$ cat config.mk
export PLATFORM = sky130hd
export DESIGN_NAME = weight_fetch_arbiter
export DESIGN_NICKNAME = d
export VERILOG_FILES = /design/src/rtl/weight_fetch_arbiter.sv
export SDC_FILE = /design/constraint.sdc
export NUM_CORES = 1
export LEC_CHECK = 0
export ABC_AREA = 0
export CELL_PAD_IN_SITES_DETAIL_PLACEMENT = 1
export CELL_PAD_IN_SITES_GLOBAL_PLACEMENT = 1
export CORE_ASPECT_RATIO = 2
export CORE_MARGIN = 3
export CORE_UTILIZATION = 16
export DETAILED_ROUTE_END_ITERATION = 10
export HOLD_SLACK_MARGIN = 0.12
export PLACE_DENSITY = 0.91
export REMOVE_ABC_BUFFERS = 1
export SETUP_SLACK_MARGIN = 0.4
export SYNTH_ARGS = -nofsm -noshare
export SYNTH_HDL_FRONTEND = slang
export SYNTH_SLANG_ARGS = --single-unit
$ cat constraint.sdc
create_clock -name clk -period 7.3 [get_ports clk]
set_input_delay 1.46 -clock clk [delete_from_list [all_inputs] [get_ports clk]]
set_output_delay 1.46 -clock clk [all_outputs]
set_load 0.02 [all_outputs]
$ cat src/rtl/weight_fetch_arbiter.sv
// Round-robin read arbiter that lets several layer fetch engines share one
// weight/bias memory read port. A burst lock lets the current owner keep the
// port, and a one-hot tag pipeline tells each requester which returned data
// belongs to it.
//
// Ports:
//   clk        - clock, all state on the rising edge
//   rst        - synchronous active-high reset
//   req        - per-requester read request
//   req_addr   - packed request addresses, requester i at [i*ADDR_WIDTH +: ADDR_WIDTH]
//   req_lock   - per-requester burst lock, honoured only for the granted requester
//   gnt        - one-hot grant, combinational from req in the same cycle
//   mem_ren    - memory read enable (any grant)
//   mem_addr   - memory read address of the granted requester, 0 when idle
//   mem_rdata  - memory read data, valid RD_LATENCY cycles after mem_ren
//   rvalid     - one-hot return strobe naming the owner of rdata
//   rdata      - returned read data, shared by all requesters
module weight_fetch_arbiter #(
    parameter int unsigned NUM_REQ    = 3,
    parameter int unsigned ADDR_WIDTH = 16,
    parameter int unsigned DATA_WIDTH = 64,
    parameter int unsigned RD_LATENCY = 2
) (
    input  logic                          clk,
    input  logic                          rst,
    input  logic [NUM_REQ-1:0]            req,
    input  logic [NUM_REQ*ADDR_WIDTH-1:0] req_addr,
    input  logic [NUM_REQ-1:0]            req_lock,
    output logic [NUM_REQ-1:0]            gnt,
    output logic                          mem_ren,
    output logic [ADDR_WIDTH-1:0]         mem_addr,
    input  logic [DATA_WIDTH-1:0]         mem_rdata,
    output logic [NUM_REQ-1:0]            rvalid,
    output logic [DATA_WIDTH-1:0]         rdata
);

    localparam int unsigned IDX_W = (NUM_REQ > 1) ? $clog2(NUM_REQ) : 1;
    // One extra bit so last_gnt + offset never overflows before the wrap.
    localparam int unsigned SUM_W = IDX_W + 1;

    logic [IDX_W-1:0]                 last_gnt;
    logic                             lock_q;
    logic [RD_LATENCY-1:0][NUM_REQ-1:0] tag_pipe;

    logic             found;
    logic [IDX_W-1:0] sel_idx;
    logic [SUM_W-1:0] cand;

    // Grant selection: lock continuation first, otherwise round-robin
    // starting one past the last granted requester.
    always_comb begin
        found    = 1'b0;
        sel_idx  = '0;
        cand     = '0;
        gnt      = '0;
        mem_ren  = 1'b0;
        mem_addr = '0;
        if (!rst && (req != '0)) begin
            if (lock_q && req[last_gnt]) begin
                found   = 1'b1;
                sel_idx = last_gnt;
            end else begin
                for (int unsigned k = 1; k <= NUM_REQ; k++) begin
                    cand = {1'b0, last_gnt} + SUM_W'(k);
                    if (cand >= SUM_W'(NUM_REQ)) begin
                        cand = cand - SUM_W'(NUM_REQ);
                    end
                    if (!found && req[cand[IDX_W-1:0]]) begin
                        found   = 1'b1;
                        sel_idx = cand[IDX_W-1:0];
                    end
                end
            end
        end
        if (found) begin
            gnt[sel_idx] = 1'b1;
            mem_ren      = 1'b1;
            mem_addr     = req_addr[int'(sel_idx)*ADDR_WIDTH +: ADDR_WIDTH];
        end
    end

    // Arbitration state and return-tag pipeline; reset drops in-flight tags.
    always_ff @(posedge clk) begin
        if (rst) begin
            last_gnt <= IDX_W'(NUM_REQ - 1);
            lock_q   <= 1'b0;
            tag_pipe <= '0;
        end else begin
            if (found) begin
                last_gnt <= sel_idx;
            end
            lock_q      <= found && req_lock[sel_idx];
            tag_pipe[0] <= gnt;
            for (int unsigned s = 1; s < RD_LATENCY; s++) begin
                tag_pipe[s] <= tag_pipe[s-1];
            end
        end
    end

    assign rvalid = tag_pipe[RD_LATENCY-1];
    assign rdata  = mem_rdata;

endmodule
======== Word-level counts from Yosys, hierarchy flattened ========
Cells that the tools add are included.
storage, ports and cells
  flip-flop bits (word level) ............. 9
  input port bits ......................... 120
  output and inout bits ................... 87
operators by class
  $add $sub $neg .......................... 6
  $lt $le $gt $ge ......................... 9
  shifts and indexed selects .............. 1
  muxes and demuxes ....................... 38
  reduce and logical (&&, ||, !) cells .... 10
operators by type and width
  operator                                                               number
  48-bit by 7-bit variable part select with 16-bit output                1
  2-bit two-way mux                                                      14
  1-bit two-way mux                                                      16
  16-bit two-way mux                                                     1
  2-bit by 3-bit < comparator with 1-bit output, second input constant   5
  1-bit binary-select mux with 2-bit select                              5
  3-bit by 2-bit >= comparator with 1-bit output, second input constant  3
  2-bit by 2-bit adder with 3-bit output, second input constant          2
  1-bit logical AND                                                      6
  2-bit subtractor, second input constant                                3
  2-bit by 1-bit adder with 3-bit output, second input constant          1
  1-bit logical NOT                                                      3
  3-bit two-way mux                                                      1
  3-bit nonzero test                                                     1
  1-bit demux with 2-bit select                                          1
  2-bit by 1-bit >= comparator with 1-bit output, second input constant  1

======== Depth between registers and ports, before layout ========
Gate-level depths: netlist of run 1.
  word-level depth ........................ 25
  mapped depth ............................ 10

======== Worst setup path before layout of run 1 ========
No wires, ideal clock.
  path type ............................... input to output
  start point ............................. in req[2]
  end point ............................... out mem_addr[1]
  arrival time ............................ 3440 ps
  setup slack ............................. 2400 ps
  stages .................................. 8
  cells stage by stage .................... clkbuf_2 > nor3_1 > or2_2 > clkbuf_1 > a31oi_1 > o21ai_4 > buf_6 > o211ai_1
between the ends
  longest elaborated chain between the ends .. 17
  elaborated cells between the ends (all ways) .. 31
ends and longest elaborated chain
  element                                                  line  RTL
  from (decl)                                              26    input logic [NUM_REQ-1:0] req,
  1-bit binary-select mux with 2-bit select                68    if (!found && req[cand[IDX_W-1:0]]) begin
  1-bit two-way mux (not written as such)                  68
  1-bit two-way mux                                        68
  1-bit two-way mux                                        59    if (lock_q && req[last_gnt]) begin
  1-bit two-way mux                                        58    if (!rst && (req != '0)) begin
  1-bit logical NOT                                        68
  1-bit logical AND                                        68
  1-bit two-way mux                                        68
  1-bit two-way mux                                        59
  1-bit two-way mux                                        58
  1-bit logical NOT                                        68
  1-bit logical AND                                        68
  2-bit two-way mux                                        68
  2-bit two-way mux                                        59
  2-bit two-way mux                                        58
  48-bit by 7-bit variable part select with 16-bit output  78    mem_addr = req_addr[int'(sel_idx)*ADDR_WIDTH +: ADDR_WIDTH];
  16-bit two-way mux *                                     75    if (found) begin
  to (decl)                                                31    output logic [ADDR_WIDTH-1:0] mem_addr,
Every way passes the cells marked *; elsewhere a longest branch is shown, timed or not. The select of a mux whose other input is x is not followed.

======== Final worst setup path of run 1 ========
  start point ............................. in req[1]
  end point ............................... out mem_addr[3]
The elaborated chain is that of the path after synthesis.

==> results.toml, run 1 <==
[run_status]
status = "completed"

[final_layout]
fillers = 1120
multiInputGateArea_um2 = 787.0
utilization_pct = 21.46
layout-drive-gt1-share_pct = 9.217
final-seq-area_um2 = 180.2
finalNetCount = 341
diodes = 0
fin_cells = 347
syn_to_final_growth_pct = 29.81

[clock_network]
clk_pin_slew_ps = 40
clkLatencyLatePin_ps = 230
cts_tree = "yes"
cts_hold_buf = 0
cts_buffers = 3
cts.sinks = 9
root_buffer = "clkbuf_16"
clk_path_buf_depth = 2
htree_levels = 1
post_cts_buffers = 0
cts_resized = 0

[min_path]
holdPathEnd = "rvalid[0]$_SDFF_PP0_"
hp-start = "tag_pipe[0]$_SDFF_PP0_"
hold_path_depth = 1
worstHoldPathType = "reg2reg"

[worst_setup_path]
startpoint = "req[1]"
crit_type = "in2out"
r2r-start = "last_gnt[0]$_SDFFE_PP0P_"
worstPathCellList = "clkdlybuf4s50_1 -> mux2_2 -> a222oi_1 -> a311o_1 -> nand3_1 -> o211ai_1 -> clkdlybuf4s50_1"
cp-start-kind = "input port"
rr_worst_depth = 7
cp_max_fo = 17
worst_ep_arrival_time_ps = 4680
crit_path_frequent_cell = "clkdlybuf4s50_1"
r2r_end = "lock_q$_SDFF_PP0_"
r2r_setup_slack_ps = 3960
critPathMaxStageDelay_ps = 820
cp_slowest_cell = "a311o_1"
end_kind = "output port"
cp.required_ps = 5840

[global_routing]
grt_max_degree = 21
overflow = 0
antenna_found_initial = 0
grt_pass1_wl_um = 14970
grt_pass1_vias = 1717
grt_usage_pct = 20.59

[sta]
skew_ps = 0.4710
hold_violations = 0
finalWorstSetupSlack_ps = 1164
fmax_ghz = 0.1630
period_needed_ps = 6136
setup_viol = 0
finalCritPeriodShare_pct = 84.05
max_slew_margin_pct = 34.99
slew_violations = 0
rsz0062_at_grt = "no"
worstMarginPinSlew_ps = 972.2
tns_ps = 0

[power_and_ir_drop]
cellPowerDensity_mw_per_mm2 = 324.5
ir_worst_vdd_mv = 0.08152
finalPower_mw = 0.6577
p_leak_nw = 0.7056

[floorplan]
rows = 50
die_w_um = 75.86
design.die.area_mm2 = 0.01105
initial_core_util_pct = 16.53
dieHeight_um = 145.7
io_pins = 207
coreArea_mm2 = 0.009447

[routing]
first_pass_iters = 4
ant_nets = 0
routed-via-count = 1621
routed_wl_um = 11930
drc = 0
wl_per_cell_um = 34.39
first_iter_violations = 75
via_per_inst = 4.671

[synthesis]
synthFlopType = "dfxtp_1"
yosys.area.top_type_share_pct = 33.17
synth_edf_count = 0
avgSynthCellArea_um2 = 7.331
synthTopCellsByArea = "buf_4, dfxtp_1, nand3_1"
yosys_warnings = 0
synth_most_common_cell = "buf_4"
yosysSeqAreaShare_pct = 11.54
async_flop_share_pct = 0
synth_top_area_cell = "buf_4"
synth-seq-cells = 9
synthCells = 213
syn-cell-area_mm2 = 0.001561
synth_cell_types = 38
ys_top_cells_by_count = "buf_4, nand3_1, o21ai_0"

[placement]
gp_congestion = 0.9693
dpl_worst_slack_ps = 1189
io_buffers = 78
hpwl_um = 10400
dp.cells = 343

[job]
cap_violations = 0
through the flow:
step	hold slack (ps)	instance area (µm²)
2_1_floorplan	413.8	977.2
5_1_grt	458.5	2027
3_5_place_dp	435.6	1948
3_3_place_gp	440.7	1948
6_report	445.4	2027
4_1_cts	454.2	2027
worst max-delay path by stage:
stage,to,slack (ps),cells past startpoint
floorplan,mem_addr[0],2710,5
global placement,mem_addr[3],1360,7
detailed placement,mem_addr[3],1190,7
CTS,mem_addr[3],1170,7
global route,mem_addr[12],960,7
finish,mem_addr[3],1160,7
routing by layer:
layer | GRT usage, % | up-vias | wire length (µm)
met2 | 36.55 | 185 | 5952
li1 | - | 700 | -
met3 | 19.71 | 20 | 2814
met1 | 12.71 | 716 | 2493
met5 | 0 | - | 0
met4 | 9.194 | 0 | 674
report_power, final:
part           total, mW  internal (mW)  leakage (nW)  switching [mW]
clock network     0.0945         0.0728        0.0382          0.0217
logic              0.489          0.209         0.593           0.280
registers         0.0741         0.0651        0.0741         0.00899
sequential cells by signal, indices dropped and copies added (netlist names):
signal,flops
lock_q,1
last_gnt,2
tag_pipe,3
rvalid,3
cell type report:
class / instances / share of cell area, %
timing repair buffer: 81 / 39.63
multi-input combinational: 119 / 38.83
sequential: 9 / 8.889
tap: 130 / 8.025
clock buffer: 4 / 3.889
inverter: 4 / 0.7407
cell families after synthesis:
family	synth area share [%]
AOI/OAI and AO/OA	24.84
DFF	11.54
adders and majority gates	2.404
muxes	3.125
and+or+nand+nor	19.71
buffers and inverters	38.38
worst max-delay path: cells and delay by family:
family	cells	cell delay, ps
compound gates	3	1510
buf+inv	2	1220
mux	1	330
simple gates	1	160
cells in the final DEF (no fill, tap or decap), types with 4 or more instances in the layout:
cell type        instances
inv_1                    4
a21oi_1                  5
nand3_1                 34
nor2_1                   8
o211ai_1                15
nor2b_1                  5
o21ai_0                 17
clkdlybuf4s50_1         78
dfxtp_1                  9
(Power assumes the default switching activity.)
==> run 2, diff against run 1 <==
--- a/config.mk
+++ b/config.mk
@@ -10,10 +10,10 @@
 export CELL_PAD_IN_SITES_GLOBAL_PLACEMENT = 1
 export CORE_ASPECT_RATIO = 2
 export CORE_MARGIN = 3
-export CORE_UTILIZATION = 16
+export CORE_UTILIZATION = 14
 export DETAILED_ROUTE_END_ITERATION = 10
 export HOLD_SLACK_MARGIN = 0.12
-export PLACE_DENSITY = 0.91
+export PLACE_DENSITY = 0.84
 export REMOVE_ABC_BUFFERS = 1
 export SETUP_SLACK_MARGIN = 0.4
 export SYNTH_ARGS = -nofsm -noshare
==> constraint.sdc (replaced) <==
create_clock -name clk -period 5.13 [get_ports clk]
set_input_delay 1.026 -clock clk [delete_from_list [all_inputs] [get_ports clk]]
set_output_delay 1.026 -clock clk [all_outputs]
set_load 0.02 [all_outputs]
==> results.toml, run 2 (synthesis gave the netlist of run 1 again) <==
[run_status]
status = "completed"

[sta]
skew_ps = 1.944
hold_violations = 0
max_slew_margin_pct = 76.64
setup_viol = 0
finalCritPeriodShare_pct = 89.60
slew_violations = 0
period_needed_ps = 4596
tns_ps = 0
rsz0062_at_grt = "no"
fmax_ghz = 0.2176
worstMarginPinSlew_ps = 349.3

[worst_setup_path]
rr_worst_depth = 9
cp-start-kind = "input port"
r2r-start = "last_gnt[0]$_SDFFE_PP0P_"
r2r_end = "lock_q$_SDFF_PP0_"
worstPathCellList = "clkdlybuf4s50_1 -> nor3_1 -> or2_2 -> a31oi_2 -> o21ai_4 -> buf_6 -> nor2_1 -> clkdlybuf4s50_1"
crit_end = "gnt[0]"
startpoint = "req[2]"
end_kind = "output port"
cp_slowest_cell = "clkdlybuf4s50_1"
cp.required_ps = 4100
worst_ep_arrival_time_ps = 3570
crit_type = "in2out"
crit_path_frequent_cell = "clkdlybuf4s50_1"
critPathMaxStageDelay_ps = 660
cp_max_fo = 19
r2r_setup_slack_ps = 2330

[routing]
first_iter_violations = 48
routed_wl_um = 11140
drc = 0
via_per_inst = 4.464
routed-via-count = 1625
first_pass_iters = 6
ant_nets = 0
wl_per_cell_um = 30.62

[clock_network]
cts.sinks = 9
cts_tree = "yes"
clk_path_buf_depth = 2
cts_hold_buf = 0
clk_pin_slew_ps = 40
cts_buffers = 3
root_buffer = "clkbuf_16"
clkLatencyLatePin_ps = 230
htree_levels = 1

[power_and_ir_drop]
cellPowerDensity_mw_per_mm2 = 453.3
ir_worst_vdd_mv = 0.1086
p_leak_nw = 0.8724

[final_layout]
layout_common_cells = "clkdlybuf4s50_1, nand3_1, o21ai_0"
final_common_cell = "clkdlybuf4s50_1"
utilization_pct = 19.52
syn_to_final_growth_pct = 35.98
diodes = 0
finalNetCount = 348
final_design_area_no_fill_mm2 = 0.002123
layout-drive-gt1-share_pct = 13.39

[placement]
io_buffers = 78
hpwl_um = 9744
gp_congestion = 0.7638
dpl_cell_area_mm2 = 0.001998

[floorplan]
die_w_um = 80.68
rows = 54
initial_core_util_pct = 14.35
coreArea_mm2 = 0.01088
dieHeight_um = 155.4
io_pins = 207
design.die.area_mm2 = 0.01253

[global_routing]
overflow = 0
antenna_found_initial = 0
grt_usage_pct = 17.09
grt_pass1_wl_um = 14520
grt_max_degree = 20
grt_pass1_vias = 1763

[min_path]
hold_path_depth = 1
worstHoldPathType = "reg2reg"

[job]
cap_violations = 0
-- run 2: changes by cell type in the layout (fill, tap and decap cells not counted), moves of 6 or more --
cell | before | now
dlymetal6s2s_1 | 0 | 7
dlygate4sd2_1 | 0 | 9
buf_4 | 3 | 9
clkdlybuf4s50_1 | 78 | 62
-- run 2: cell type report --
cell class | count | area [µm²]
Sequential cell | 9 | 180.2
Clock buffer | 4 | 78.83
Timing Repair Buffer | 88 | 865.8
Fill cell | 1280 | 8755
Tap cell | 140 | 175.2
Multi-Input combinational cell | 119 | 808.3
Inverter | 4 | 15.01
-- run 2: worst min path at each step --
stage | endpoint | slack [ps] | startpoint
after floorplan | rvalid[0]$_SDFF_PP0_ | 410 | tag_pipe[0]$_SDFF_PP0_
after detailed placement | rvalid[2]$_SDFF_PP0_ | 460 | tag_pipe[2]$_SDFF_PP0_
after global placement | rvalid[2]$_SDFF_PP0_ | 460 | tag_pipe[2]$_SDFF_PP0_
final | rvalid[0]$_SDFF_PP0_ | 460 | tag_pipe[0]$_SDFF_PP0_
after CTS | rvalid[2]$_SDFF_PP0_ | 470 | tag_pipe[2]$_SDFF_PP0_
after global routing | rvalid[1]$_SDFF_PP0_ | 480 | tag_pipe[1]$_SDFF_PP0_
-- run 2: metal layers --
layer  up-vias  track usage [%]  wire length, µm
met5         -                0                0
met4         0            5.238              331
met3        10            18.19             2739
met2       178            29.59             5419
met1       724            11.86             2655
li1        713                -                -
-- run 2: timing repair --
item | 4_1_cts | 5_1_grt
endpoints found under the setup margin | 17 | 8
pin swaps | 1 | 1
setup buffers | 2 | 0
gates resized for setup | 11 | 10
-- run 2: worst max-delay path: cells and delay by family --
kind                   cells  cell delay [ps]
AO/OA/AOI/OAI              2              430
AND/OR/NAND/NOR            3              630
buffers and inverters      3             1480
-- run 2: metrics by stage --
step	std cells	setup slack (ps)	power [mW]	hold slack, ps
floorplan	132	1353	0.4941	413.8
finish	364	533.7	0.9624	463.1
global route	364	432.6	1.021	483.7
CTS	364	400.7	0.9706	466.5
detailed placement	358	171.7	0.8267	459.3
global placement	358	359.3	0.8146	459.1
-- run 2: power breakdown --
part	internal (mW)	switching (mW)
clock network	0.104	0.0324
registers	0.0928	0.0136
logic	0.306	0.414
